File: src/rtl/uart_receiver_pkg.sv
// Shared types and constants for the UART receive path: FSM state encoding,
// parity-mode constants and the parity helper used at the parity sample.
package uart_receiver_pkg;

   typedef enum logic [2:0] {
      ST_IDLE,
      ST_START,
      ST_DATA,
      ST_PARITY,
      ST_STOP,
      ST_BREAK
   } rx_state_t;

   localparam int unsigned PAR_NONE = 0;
   localparam int unsigned PAR_EVEN = 1;
   localparam int unsigned PAR_ODD  = 2;

   // Expected parity bit for a payload; zero-extension does not change the XOR.
   function automatic logic parity_bit(input logic [8:0] word, input int unsigned mode);
      return (mode == PAR_ODD) ? ~(^word) : (^word);
   endfunction

endpackage

File: src/rtl/uart_receiver_fifo.sv
// Received-word buffer: power-of-two depth, extra-MSB pointers, simultaneous
// push and pop allowed even when full. Head word reads as zero while empty.
module rx_fifo #(
   parameter int unsigned WIDTH = 8,
   parameter int unsigned DEPTH = 4
) (
   input  logic             clk,
   input  logic             rst_n,
   input  logic             push,
   input  logic [WIDTH-1:0] wdata,
   input  logic             pop,
   output logic [WIDTH-1:0] rdata,
   output logic             full,
   output logic             empty
);

   localparam int unsigned AW = $clog2(DEPTH);

   logic [AW:0]      wr_ptr_q, wr_ptr_d;
   logic [AW:0]      rd_ptr_q, rd_ptr_d;
   logic [WIDTH-1:0] mem_q [DEPTH];
   logic             do_push, do_pop;

   always_comb begin
      empty    = (wr_ptr_q == rd_ptr_q);
      full     = (wr_ptr_q[AW] != rd_ptr_q[AW]) && (wr_ptr_q[AW-1:0] == rd_ptr_q[AW-1:0]);
      do_pop   = pop && !empty;
      do_push  = push && (!full || do_pop);
      wr_ptr_d = wr_ptr_q;
      rd_ptr_d = rd_ptr_q;
      if (do_push) wr_ptr_d = wr_ptr_q + 1'b1;
      if (do_pop)  rd_ptr_d = rd_ptr_q + 1'b1;
      rdata    = empty ? '0 : mem_q[rd_ptr_q[AW-1:0]];
   end

   always_ff @(posedge clk or negedge rst_n) begin
      if (!rst_n) begin
         wr_ptr_q <= '0;
         rd_ptr_q <= '0;
      end else begin
         wr_ptr_q <= wr_ptr_d;
         rd_ptr_q <= rd_ptr_d;
      end
   end

   always_ff @(posedge clk) begin
      if (do_push) mem_q[wr_ptr_q[AW-1:0]] <= wdata;
   end

endmodule

File: src/rtl/uart_receiver.sv
// Oversampling UART receiver: 2-flop line synchronizer, mid-bit sampling FSM
// with optional parity and 1-2 stop bits, results buffered in rx_fifo.
module uart_receiver
   import uart_receiver_pkg::*;
#(
   parameter int unsigned CLKS_PER_BIT = 2604,
   parameter int unsigned DATA_BITS    = 8,
   parameter int unsigned PARITY       = 0,
   parameter int unsigned STOP_BITS    = 1,
   parameter int unsigned FIFO_DEPTH   = 4
) (
   input  logic                 CLK,
   input  logic                 RST_N,
   input  logic                 UART_RX,
   output logic [DATA_BITS-1:0] DATA,
   output logic                 VALID,
   input  logic                 READY,
   output logic                 FRAME_ERR,
   output logic                 PARITY_ERR,
   output logic                 OVERRUN,
   output logic                 BUSY
);

   localparam int unsigned CNT_W = $clog2(CLKS_PER_BIT);
   localparam int unsigned BIT_W = 4;
   localparam logic [CNT_W-1:0] CNT_HALF = CNT_W'(CLKS_PER_BIT / 2);
   localparam logic [CNT_W-1:0] CNT_LAST = CNT_W'(CLKS_PER_BIT - 1);

   rx_state_t            state_q, state_d;
   logic [1:0]           sync_q, sync_d;
   logic                 rx_prev_q, rx_prev_d;
   logic [CNT_W-1:0]     cnt_q, cnt_d;
   logic [BIT_W-1:0]     bit_q, bit_d;
   logic [DATA_BITS-1:0] shift_q, shift_d;
   logic                 par_bad_q, par_bad_d;
   logic                 stop_bad_q, stop_bad_d;
   logic                 push_q, push_d;
   logic                 ferr_q, ferr_d;
   logic                 perr_q, perr_d;
   logic                 rx, tick, pop, fifo_full, fifo_empty;

   assign rx = sync_q[1];

   always_comb begin
      sync_d     = {sync_q[0], UART_RX};
      rx_prev_d  = rx;
      state_d    = state_q;
      cnt_d      = cnt_q + 1'b1;
      bit_d      = bit_q;
      shift_d    = shift_q;
      par_bad_d  = par_bad_q;
      stop_bad_d = stop_bad_q;
      push_d     = 1'b0;
      ferr_d     = 1'b0;
      perr_d     = 1'b0;
      tick       = (cnt_q == CNT_LAST);
      case (state_q)
         ST_IDLE: begin
            cnt_d = '0;
            if (rx_prev_q && !rx) state_d = ST_START;
         end
         ST_START: begin
            if (cnt_q == CNT_HALF) begin
               cnt_d      = '0;
               bit_d      = '0;
               par_bad_d  = 1'b0;
               stop_bad_d = 1'b0;
               state_d    = rx ? ST_IDLE : ST_DATA;
            end
         end
         ST_DATA: begin
            if (tick) begin
               cnt_d   = '0;
               shift_d = {rx, shift_q[DATA_BITS-1:1]};
               if (bit_q == BIT_W'(DATA_BITS - 1)) begin
                  bit_d   = '0;
                  state_d = (PARITY != PAR_NONE) ? ST_PARITY : ST_STOP;
               end else begin
                  bit_d = bit_q + 1'b1;
               end
            end
         end
         ST_PARITY: begin
            if (tick) begin
               cnt_d     = '0;
               par_bad_d = (rx != parity_bit(9'(shift_q), PARITY));
               state_d   = ST_STOP;
            end
         end
         ST_STOP: begin
            if (tick) begin
               cnt_d = '0;
               // Outcome is registered so pulses and the push land one cycle after the last sample.
               if (bit_q == BIT_W'(STOP_BITS - 1)) begin
                  if (stop_bad_q || !rx) begin
                     ferr_d  = 1'b1;
                     state_d = ST_BREAK;
                  end else if (par_bad_q) begin
                     perr_d  = 1'b1;
                     state_d = ST_IDLE;
                  end else begin
                     push_d  = 1'b1;
                     state_d = ST_IDLE;
                  end
               end else begin
                  stop_bad_d = stop_bad_q || !rx;
                  bit_d      = bit_q + 1'b1;
               end
            end
         end
         ST_BREAK: begin
            cnt_d = '0;
            if (rx) state_d = ST_IDLE;
         end
         default: state_d = ST_IDLE;
      endcase
   end

   always_ff @(posedge CLK or negedge RST_N) begin
      if (!RST_N) begin
         state_q    <= ST_IDLE;
         sync_q     <= '1;
         rx_prev_q  <= 1'b1;
         cnt_q      <= '0;
         bit_q      <= '0;
         shift_q    <= '0;
         par_bad_q  <= 1'b0;
         stop_bad_q <= 1'b0;
         push_q     <= 1'b0;
         ferr_q     <= 1'b0;
         perr_q     <= 1'b0;
      end else begin
         state_q    <= state_d;
         sync_q     <= sync_d;
         rx_prev_q  <= rx_prev_d;
         cnt_q      <= cnt_d;
         bit_q      <= bit_d;
         shift_q    <= shift_d;
         par_bad_q  <= par_bad_d;
         stop_bad_q <= stop_bad_d;
         push_q     <= push_d;
         ferr_q     <= ferr_d;
         perr_q     <= perr_d;
      end
   end

   rx_fifo #(
      .WIDTH(DATA_BITS),
      .DEPTH(FIFO_DEPTH)
   ) u_fifo (
      .clk  (CLK),
      .rst_n(RST_N),
      .push (push_q),
      .wdata(shift_q),
      .pop  (pop),
      .rdata(DATA),
      .full (fifo_full),
      .empty(fifo_empty)
   );

   assign VALID      = !fifo_empty;
   assign pop        = VALID && READY;
   assign BUSY       = (state_q != ST_IDLE);
   assign FRAME_ERR  = ferr_q;
   assign PARITY_ERR = perr_q;
   assign OVERRUN    = push_q && fifo_full && !pop;

endmodule

File: config.mk
export PLATFORM = sky130hd
export DESIGN_NAME = uart_receiver
export DESIGN_NICKNAME = d
export VERILOG_FILES = /design/src/rtl/uart_receiver_pkg.sv /design/src/rtl/uart_receiver_fifo.sv /design/src/rtl/uart_receiver.sv
export SDC_FILE = /design/constraint.sdc
export NUM_CORES = 1
export LEC_CHECK = 0
export ABC_AREA = 1
export BUFFER_PORTS_ARGS = -buffer_cell sky130_fd_sc_hd__buf_2
export CAP_MARGIN = 25
export CORE_AREA = 2 2 88 90
export DETAILED_ROUTE_END_ITERATION = 10
export DIE_AREA = 0 0 90 92
export GPL_ROUTABILITY_DRIVEN = 0
export GPL_TIMING_DRIVEN = 0
export PLACE_DENSITY = 0.7
export SLEW_MARGIN = 10
export SYNTH_ARGS = -nofsm -noshare
export SYNTH_HDL_FRONTEND = slang
export SYNTH_HIERARCHICAL = 1
export SYNTH_SLANG_ARGS = --single-unit
File: constraint.sdc
create_clock -name CLK -period 2.8 [get_ports CLK]
set_clock_uncertainty 0.1 [all_clocks]
set_input_delay 0 -clock CLK [delete_from_list [all_inputs] [get_ports CLK]]
set_output_delay 0 -clock CLK [all_outputs]
set_load 0.005 [all_outputs]
# ---- Word level (Yosys, flattened, before mapping)
# Memories as Yosys holds them, arrays and structs flattened.
# Index checks and enable logic that the tools add are counted.
dict set report classes {
  reduce_logical 27
  n_addsub 4
  n_mux 43
  eq_ne 21
}
# cell count
set op_table {}
lappend op_table {{$pmux W12 S3} 1}
lappend op_table {{$mux W3} 9}
lappend op_table {{$mux W12} 2}
lappend op_table {{$mux W1} 20}
lappend op_table {{$mux W4} 5}
lappend op_table {{$ne A2 B2 Y1 const B} 9}
lappend op_table {{$pmux W3 S6} 1}
lappend op_table {{$add A12 B1 Y12 const B} 1}
lappend op_table {{$eq A12 B11 Y1 const B} 1}
lappend op_table {{$eq A12 B12 Y1 const B} 1}
lappend op_table {{$pmux W4 S3} 1}
lappend op_table {{$reduce_xor A9 Y1} 1}
lappend op_table {{$mux W8} 1}
lappend op_table {{$reduce_and A8 Y1} 1}
lappend op_table {{$logic_and A1 B1 Y1} 7}
lappend op_table {{$add A3 B1 Y3 const B} 2}
lappend op_table {{$eq A3 B2 Y1 const B} 2}
lappend op_table {{$eq A3 B3 Y1 const B} 2}
lappend op_table {{$reduce_bool A3 Y1} 2}
lappend op_table {{$reduce_and A5 Y1} 1}
lappend op_table {{$add A4 B1 Y4 const B} 1}
lappend op_table {{$eq A4 B3 Y1 const B} 1}
lappend op_table {{$logic_not A1 Y1} 4}
lappend op_table {{$logic_not A4 Y1} 1}
lappend op_table {{14 further kinds} 18}
dict set report totals {
  register_bits 41
  mem_bits_rw 32
  memories 1
  wordCells 109
  output_inout_bits 13
}
# name words width rd rd_ports_with_merged_regs wr line_no
set mem_list {}
lappend mem_list {u_fifo.mem_q 4 8 1 0 1 uart_receiver_fifo.sv:21} ;# logic [WIDTH-1:0] mem_q [DEPTH];

# ---- Logic depth before layout (Yosys ltp)
# Gate-level depths: netlist (run 1).
dict set report depth {
  word_depth 8
  ltp_mapped 13
  depth_no_buf 12
}

# ---- Hierarchy
# Netlist (run 1), hierarchy kept.
# mod cells_each instances area_per_inst_um2
set by_module_without_submodules {}
lappend by_module_without_submodules {uart_receiver 279 1 2058.2}
lappend by_module_without_submodules {rx_fifo 162 1 1781.7}

# ---- Worst setup path after synthesis (run 1)
# No wires, ideal clock.
dict set report synth_timing {
  path_type {reg2reg}
  startpoint {reg u_fifo.rd_ptr_q[0]}
  endpoint {mem u_fifo.mem_q[1][0] (enable)}
  path_slack_ns 0.415
  arrival_ns 1.914
  path_buffers 2
  stages_incl_launch_ff 12
  path_cell_list {dfrtp_1 buf_6 nand2_1 nand2_4 nand3_4 buf_6 inv_1 nor2_1 inv_1 nand4_4 nand2_4 nor2_1}
}
dict set report synth_via {
  elab_chain_cells 8
}
# item line_no
set synth_lines {}
lappend synth_lines {{start, declared} uart_receiver_fifo.sv:20} ;# logic [AW:0] rd_ptr_q, rd_ptr_d;
lappend synth_lines {{start signal, assigned} uart_receiver_fifo.sv:42} ;# rd_ptr_q <= rd_ptr_d;
lappend synth_lines {{$eq A3 B3 Y1} uart_receiver_fifo.sv:25} ;# empty = (wr_ptr_q == rd_ptr_q);
lappend synth_lines {{net fifo_empty} uart_receiver.sv:40} ;# logic rx, tick, pop, fifo_full, fifo_empty;
lappend synth_lines {{$logic_not A1 Y1} uart_receiver.sv:161} ;# assign VALID = !fifo_empty;
lappend synth_lines {{$logic_and A1 B1 Y1} uart_receiver.sv:162} ;# assign pop = VALID && READY;
lappend synth_lines {{net pop} uart_receiver.sv:40}
lappend synth_lines {{$logic_and A1 B1 Y1} uart_receiver_fifo.sv:27} ;# do_pop = pop && !empty;
lappend synth_lines {{$logic_or A1 B1 Y1} uart_receiver_fifo.sv:28} ;# do_push = push && (!full || do_pop);
lappend synth_lines {{$logic_and A1 B1 Y1} uart_receiver_fifo.sv:28}
lappend synth_lines {{$mux W1} uart_receiver_fifo.sv:47} ;# if (do_push) mem_q[wr_ptr_q[AW-1:0]] <= wdata;
lappend synth_lines {{$mux W1 (not written as such)} uart_receiver_fifo.sv:47}
lappend synth_lines {{end, declared} uart_receiver_fifo.sv:21}
# The timed path passes the listed nets, and every way through them passes these cells.

# ---- Final worst setup path (run 1)
dict set report layout_timing {
  startpoint {reg u_fifo.rd_ptr_q[0]}
  endpoint {mem u_fifo.mem_q[1][3] (enable)}
}
# Same word-level chain as after synthesis.

==> results_dict.tcl, run 1 <==
set metrics [dict create \
    drt_iter0_markers 90 \
    seq_area_frac_synth 0.518 \
    cp.required_ps 2700 \
    die_h_um 92 \
    timing.fmax_mhz 372 \
    cp_data_arrival_time_ps 2590 \
    drive_above_1_share 0.170 \
    slew_violations 0 \
    place.port_buffers 16 \
    grt_pass1_vias 2761 \
    ios 17 \
    dp_cells 559 \
    wire_per_inst_um 12.4 \
    areaGrowthSynthToFinish_pct 13.0 \
    cp-end-kind "flop" \
    diodes 0 \
    htreeDepth 3 \
    r2r_setup_slack_ps 110 \
    crit_path_start "u_fifo/rd_ptr_q[0]" \
    hold_slack_ps -6.91 \
    n_fill_cell 680 \
    setup_viol 0 \
    max_stage_delay_ps 410 \
    multi_input_area_mm2 0.00156 \
    layout.cells.non_filler 579 \
    vias_per_cell 4.82 \
    core_mm2 0.00745 \
    fin_crit_ps 2690 \
    postRouteAntennaNets 0 \
    dp_slack_ps -140 \
    cpMaxStageDelayCell "nor2_2" \
    start_util 0.516 \
    cap_violations 0 \
    slew_headroom 0.667 \
    clock_sinks 73 \
    dr_total_vias 2788 \
    status "finished, violations left" \
    die_area_mm2 0.00828 \
    die_x_um 90 \
    cp-start-kind "flop" \
    p_per_area_mw_per_mm2 618 \
    worstRegToRegCells 12 \
    critPathKind "reg -> reg" \
    final_hold_viol_count 12 \
    cts_buffers 9 \
    crit-reg2reg-launch "u_fifo/rd_ptr_q[0]" \
    post-dp-hpwl_mm 4.87 \
    seqCellArea_mm2 0.00199 \
    nNetsFinal 485 \
    failed_checks "hold timing" \
    grt_max_degree 42 \
    ys_ff_latch 73 \
    cts_setup_buffers 0 \
    crit_path_end "u_fifo/mem_q[1][3]" \
    synthDistinctLibCells 32 \
    cpMostUsedCell "nand2_4" \
    avgSynthCellArea_um2 8.71 \
    r2r_end "u_fifo/mem_q[1][3]" \
    hp-class "in -> async" \
    rsz0062_at_grt "true" \
    netlist_top_cells_area "edfxtp_1, dfrtp_1, nand2_1, nor2_1, inv_1" \
    finalCritPeriodShare 0.959 \
    route.detailed.drc 0 \
    grt.total_usage 0.193 \
    grt_pass1_wl_mm 12.6 \
    worstSkewPairLatency_ps 360 \
    ctsLongestPathBuffers 2 \
    ys.warnings.count 6 \
    yosysTopAreaCellShare 0.250 \
    first_pass_iters 4 \
    gr-total-overflow 0 \
    antenna_found_initial 0 \
    synth_area_leader_cell "edfxtp_1" \
    cts_tree "yes" \
    cp_max_fo 10 \
    worst_slack_ps 114 \
    rows 32 \
    wirelength_mm 7.17 \
    p_leak_uw 0.00218 \
    tightest_slew_ps 499 \
    clkTransAtPathRegs_ps 80 \
    ctsRootBufferMaster "clkbuf_8" \
    crit_path_cell_trace "buf_6, inv_4, nand2_4, nand2_4, nand3_4, buf_6, inv_1, nor2_1, inv_1, nand4_4, nand2_4, nor2_2" \
    synth.net_count 454 \
    synth_cells 441 \
    peakVddDrop_mv 0.378 \
    synth_area_mm2 0.00384 \
]
## report_power, final
part           total, uW  internal (uW)  switching (uW)
Sequential          1220           1160            63.1
Clock                938            510             427
Combinational        520            171             349
## timing repair
item,in CTS,in global routing
gates resized for setup,4,1
endpoints found under the setup margin,32,32
hold buffers,3,0
endpoints found under the hold margin,42,0
## worst max-delay path, delay by kind of cell (launching register included)
kind                   cells  cell delay, ps
and+or+nand+nor            7            1250
DFF                        1             370
buffers and inverters      5             590
## routing by layer
metal  global-route usage  routed length [um]  up-vias  part of all wire
met3               0.0394                 191       11             0.027
met1                0.233                3280     1294              0.46
li1                     -                   -     1453                 -
met2                0.338                3570       30              0.50
met5                    0                   0        -                 0
met4               0.0808                 138        0             0.019
## area by class of cell
type                            count  area share
Buffer                              7      0.0144
Clock buffer                        9      0.0285
Clock inverter                      7      0.0239
Inverter                           62      0.0548
Multi-Input combinational cell    299       0.360
Sequential cell                    73       0.459
Tap cell                          102      0.0294
Timing Repair Buffer               20      0.0300
## placed cells by master (no fill, tap or decap), types with 2 or more instances in the layout
cell             n
buf_2           18
buf_6            4
bufinv_16        2
clkbuf_8         9
clkinv_4         4
dfrtp_1         38
dfstp_2          3
dlygate4sd3_1    3
edfxtp_1        32
ha_1             9
inv_1           54
inv_2            6
inv_4            2
nand2_1        115
nand2_2          5
nand2_4          4
nand3_1         23
nand3_2          5
nand3_4          2
nand4_1          3
nor2_1          61
nor2_2           7
nor2_4           3
nor3_1           2
o21ai_0         34
o21ai_1          6
xnor2_1          4
xor2_1           9
## cell families after synthesis
logic type / share of synthesized area
xor+xnor: 0.0368
flops: 0.518
compound gates: 0.0619
buf+inv: 0.0782
simple gates: 0.275
fa+ha+maj: 0.0293
## worst min-delay path by stage
stage	from	endpoint	slack [ps]
2_1_floorplan	RST_N	FRAME_ERR	-400
3_3_place_gp	UART_RX	sync_q[0]	5
3_5_place_dp	UART_RX	sync_q[0]	7
4_1_cts	UART_RX	sync_q[0]	170
5_1_grt	RST_N	state_q[0]	40
6_report	RST_N	state_q[0]	-7
## cell usage after synthesis, drive strengths merged
cell    instances
nand2         124
nor2           71
inv            62
o21ai          41
dfrtp          38
edfxtp         32
nand3          30
ha              9
xor2            9
buf             7
xnor2           5
nand4           4
dfstp           3
a21oi           2
nor3            2
nand3b          1
o21bai          1
## state kept, by name, indices dropped and copies added (netlist names), 2 cells and up
signal and cells:
shift_q 8, cnt_q 12, u_fifo/wr_ptr_q 3, u_fifo/mem_q 32, sync_q 2, u_fifo/rd_ptr_q 3, bit_q 4, state_q 3
## through the flow
step / power [uW] / instance area (um2) / TNS [ps] / utilization
final: 2680 / 4340 / 0 / 0.583
after global routing: 2830 / 4340 / -1860 / 0.583
after CTS: 2700 / 4320 / 0 / 0.579
after detailed placement: 1760 / 4050 / -3440 / 0.544
after global placement: 1740 / 4050 / -1620 / 0.544
after floorplan: 1640 / 3840 / 0 / -
No activity file was read; power rests on OpenSTA's default activity.
==> run 2: changes to the inputs <==
BUFFER_PORTS_ARGS = -buffer_cell sky130_fd_sc_hd__buf_4   (was -buffer_cell sky130_fd_sc_hd__buf_2)
==> run 2 against run 1 <==
  * Largest power group unchanged
  * Register-to-register slack improved by 20 ps
  * The run now ends clean
  * Combinational power fell by 1%
  * Clock power fell by 13%
  * Utilization fell by 0.15 points
  * Worst hold slack improved by 61 ps
  * Sequential power barely moved
==> results_dict.tcl, run 2 (synthesis gave the netlist of run 1 again) <==
set metrics [dict create \
    fin_util 0.581 \
    first_pass_iters 4 \
    setup_viol 0 \
    die_x_um 90 \
    cap_violations 0 \
    drt_iter0_markers 121 \
    grt.total_usage 0.188 \
    cpMaxStageDelayCell "nor2_2" \
    cp.required_ps 2690 \
    hold_slack_ps 53.8 \
    htreeDepth 3 \
    cts_setup_buffers 0 \
    slew_violations 0 \
    grt_max_degree 42 \
    n_fill_cell 674 \
    post-dp-hpwl_mm 4.89 \
    layout.cells.non_filler 578 \
    cp_data_arrival_time_ps 2560 \
    max_stage_delay_ps 400 \
    r2r_setup_slack_ps 130 \
    route.detailed.drc 0 \
    crit_path_cell_trace "buf_6, inv_4, nand2_4, nand2_4, nand3_4, buf_6, inv_1, nor2_1, inv_1, nand4_4, nand2_4, nor2_2" \
    cp_max_fo 10 \
    status "complete, no violations" \
    hp-class "in -> async" \
    finalCritPeriodShare 0.953 \
    use_met2 0.323 \
    p_leak_uw 0.00216 \
    cts_tree "yes" \
    rsz0062_at_grt "true" \
    die_area_mm2 0.00828 \
    cp-end-kind "flop" \
    cp-start-kind "flop" \
    worstSkewPairLatency_ps 350 \
    rows 32 \
    wire_per_inst_um 12.1 \
    slew_headroom 0.658 \
    layout_common_cells "nand2_1, nor2_1, inv_1" \
    ctsLongestPathBuffers 2 \
    clkTransAtPathRegs_ps 80 \
    globalRouteMet1Util 0.232 \
    ios 17 \
    dr_total_vias 2819 \
    clock_sinks 73 \
    die_h_um 92 \
    start_util 0.516 \
    met3_usage 0.0386 \
    place.port_buffers 16 \
    fin_tns_setup_ps 0 \
    diodes 0 \
    ctsRootBufferMaster "clkbuf_8" \
    fin_area_mm2 0.00433 \
    dp_cells 559 \
    peakVddDrop_mv 0.349 \
    wirelength_mm 6.97 \
    final_common_cell "nand2_1" \
    grt_pass1_wl_mm 12.4 \
    nNetsFinal 484 \
    largest_reg_flops 32 \
    timing.fmax_mhz 375 \
    critPathKind "reg -> reg" \
    final_hold_viol_count 0 \
    crit_path_start "u_fifo/rd_ptr_q[0]" \
    postRouteAntennaNets 0 \
    fin_crit_ps 2670 \
    placed_area_mm2 0.00409 \
    cpMostUsedCell "nand2_4" \
    gr-total-overflow 0 \
    tightest_slew_ps 513 \
    grt.busiest_layer "met2" \
    core_mm2 0.00745 \
    cts_buffers 9 \
    vias_per_cell 4.88 \
    areaGrowthSynthToFinish_pct 12.7 \
    grt_pass1_vias 2765 \
    crit-reg2reg-launch "u_fifo/rd_ptr_q[0]" \
    drive_above_1_share 0.166 \
    antenna_found_initial 0 \
    p_per_area_mw_per_mm2 589 \
]
[run 2: cell types whose count changed in the layout (fill, tap and decap cells not counted), sizes merged]
cell,previous run,this run
buf,24,23
inv,63,62
clkinvlp,0,1
bufinv,2,1
clkbuf,9,10
[run 2: cell type report]
type,instances,area [um2],area share
clock inverters,6,68.8,0.0159
multi-input cells,299,1560,0.361
clock buffers,10,128,0.0295
repair buffers,19,150,0.0347
inverters,62,238,0.0549
well taps,102,128,0.0295
plain buffers,7,62.6,0.0145
flip-flops and latches,73,1990,0.460
[run 2: power by group]
group          switching [uW]  total, uW  internal, uW
sequential               61.2       1220          1160
clock                     398        813           414
combinational             340        514           174
total                     800       2550          1750
[run 2: timing repair]
item | 4_1_cts | 5_1_grt
hold buffers | 3 | 0
endpoints found under the hold margin | 45 | 0
endpoints found under the setup margin | 32 | 32
pin swaps | 0 | 0
resized for setup | 1 | 4
[run 2: per-layer routing]
metal	vias to the layer above	wire, um
li1	1453	-
met5	-	0
met4	0	114
met3	10	245
met2	45	3470
met1	1311	3140
[run 2: per-stage QoR]
| step | worst slack (ps) | power, uW |
|---|---|---|
| after floorplan | 415 | 1640 |
| after global placement | -63.5 | 1750 |
| after detailed placement | -130 | 1760 |
| after CTS | -88.7 | 2580 |
| after global routing | -44.0 | 2710 |
| final | 133 | 2550 |
[run 2: final timing paths]
| kind | end | cells after the start |
|---|---|---|
| max | u_fifo/mem_q[3][5] | 12 |
| min | bit_q[1] | 2 |
| max reg2reg | u_fifo/mem_q[3][5] | 12 |
| min reg2reg | sync_q[1] | 0 |
| max in group asynchronous | sync_q[1] | 2 |
| min in group CLK | sync_q[0] | 2 |
[run 2: worst max-delay path, delay by kind of cell (launching register included)]
| family | cells | cell delay [ps] |
|---|---|---|
| buffers and inverters | 5 | 590 |
| AND/OR/NAND/NOR | 7 | 1240 |
| flip-flops | 1 | 370 |
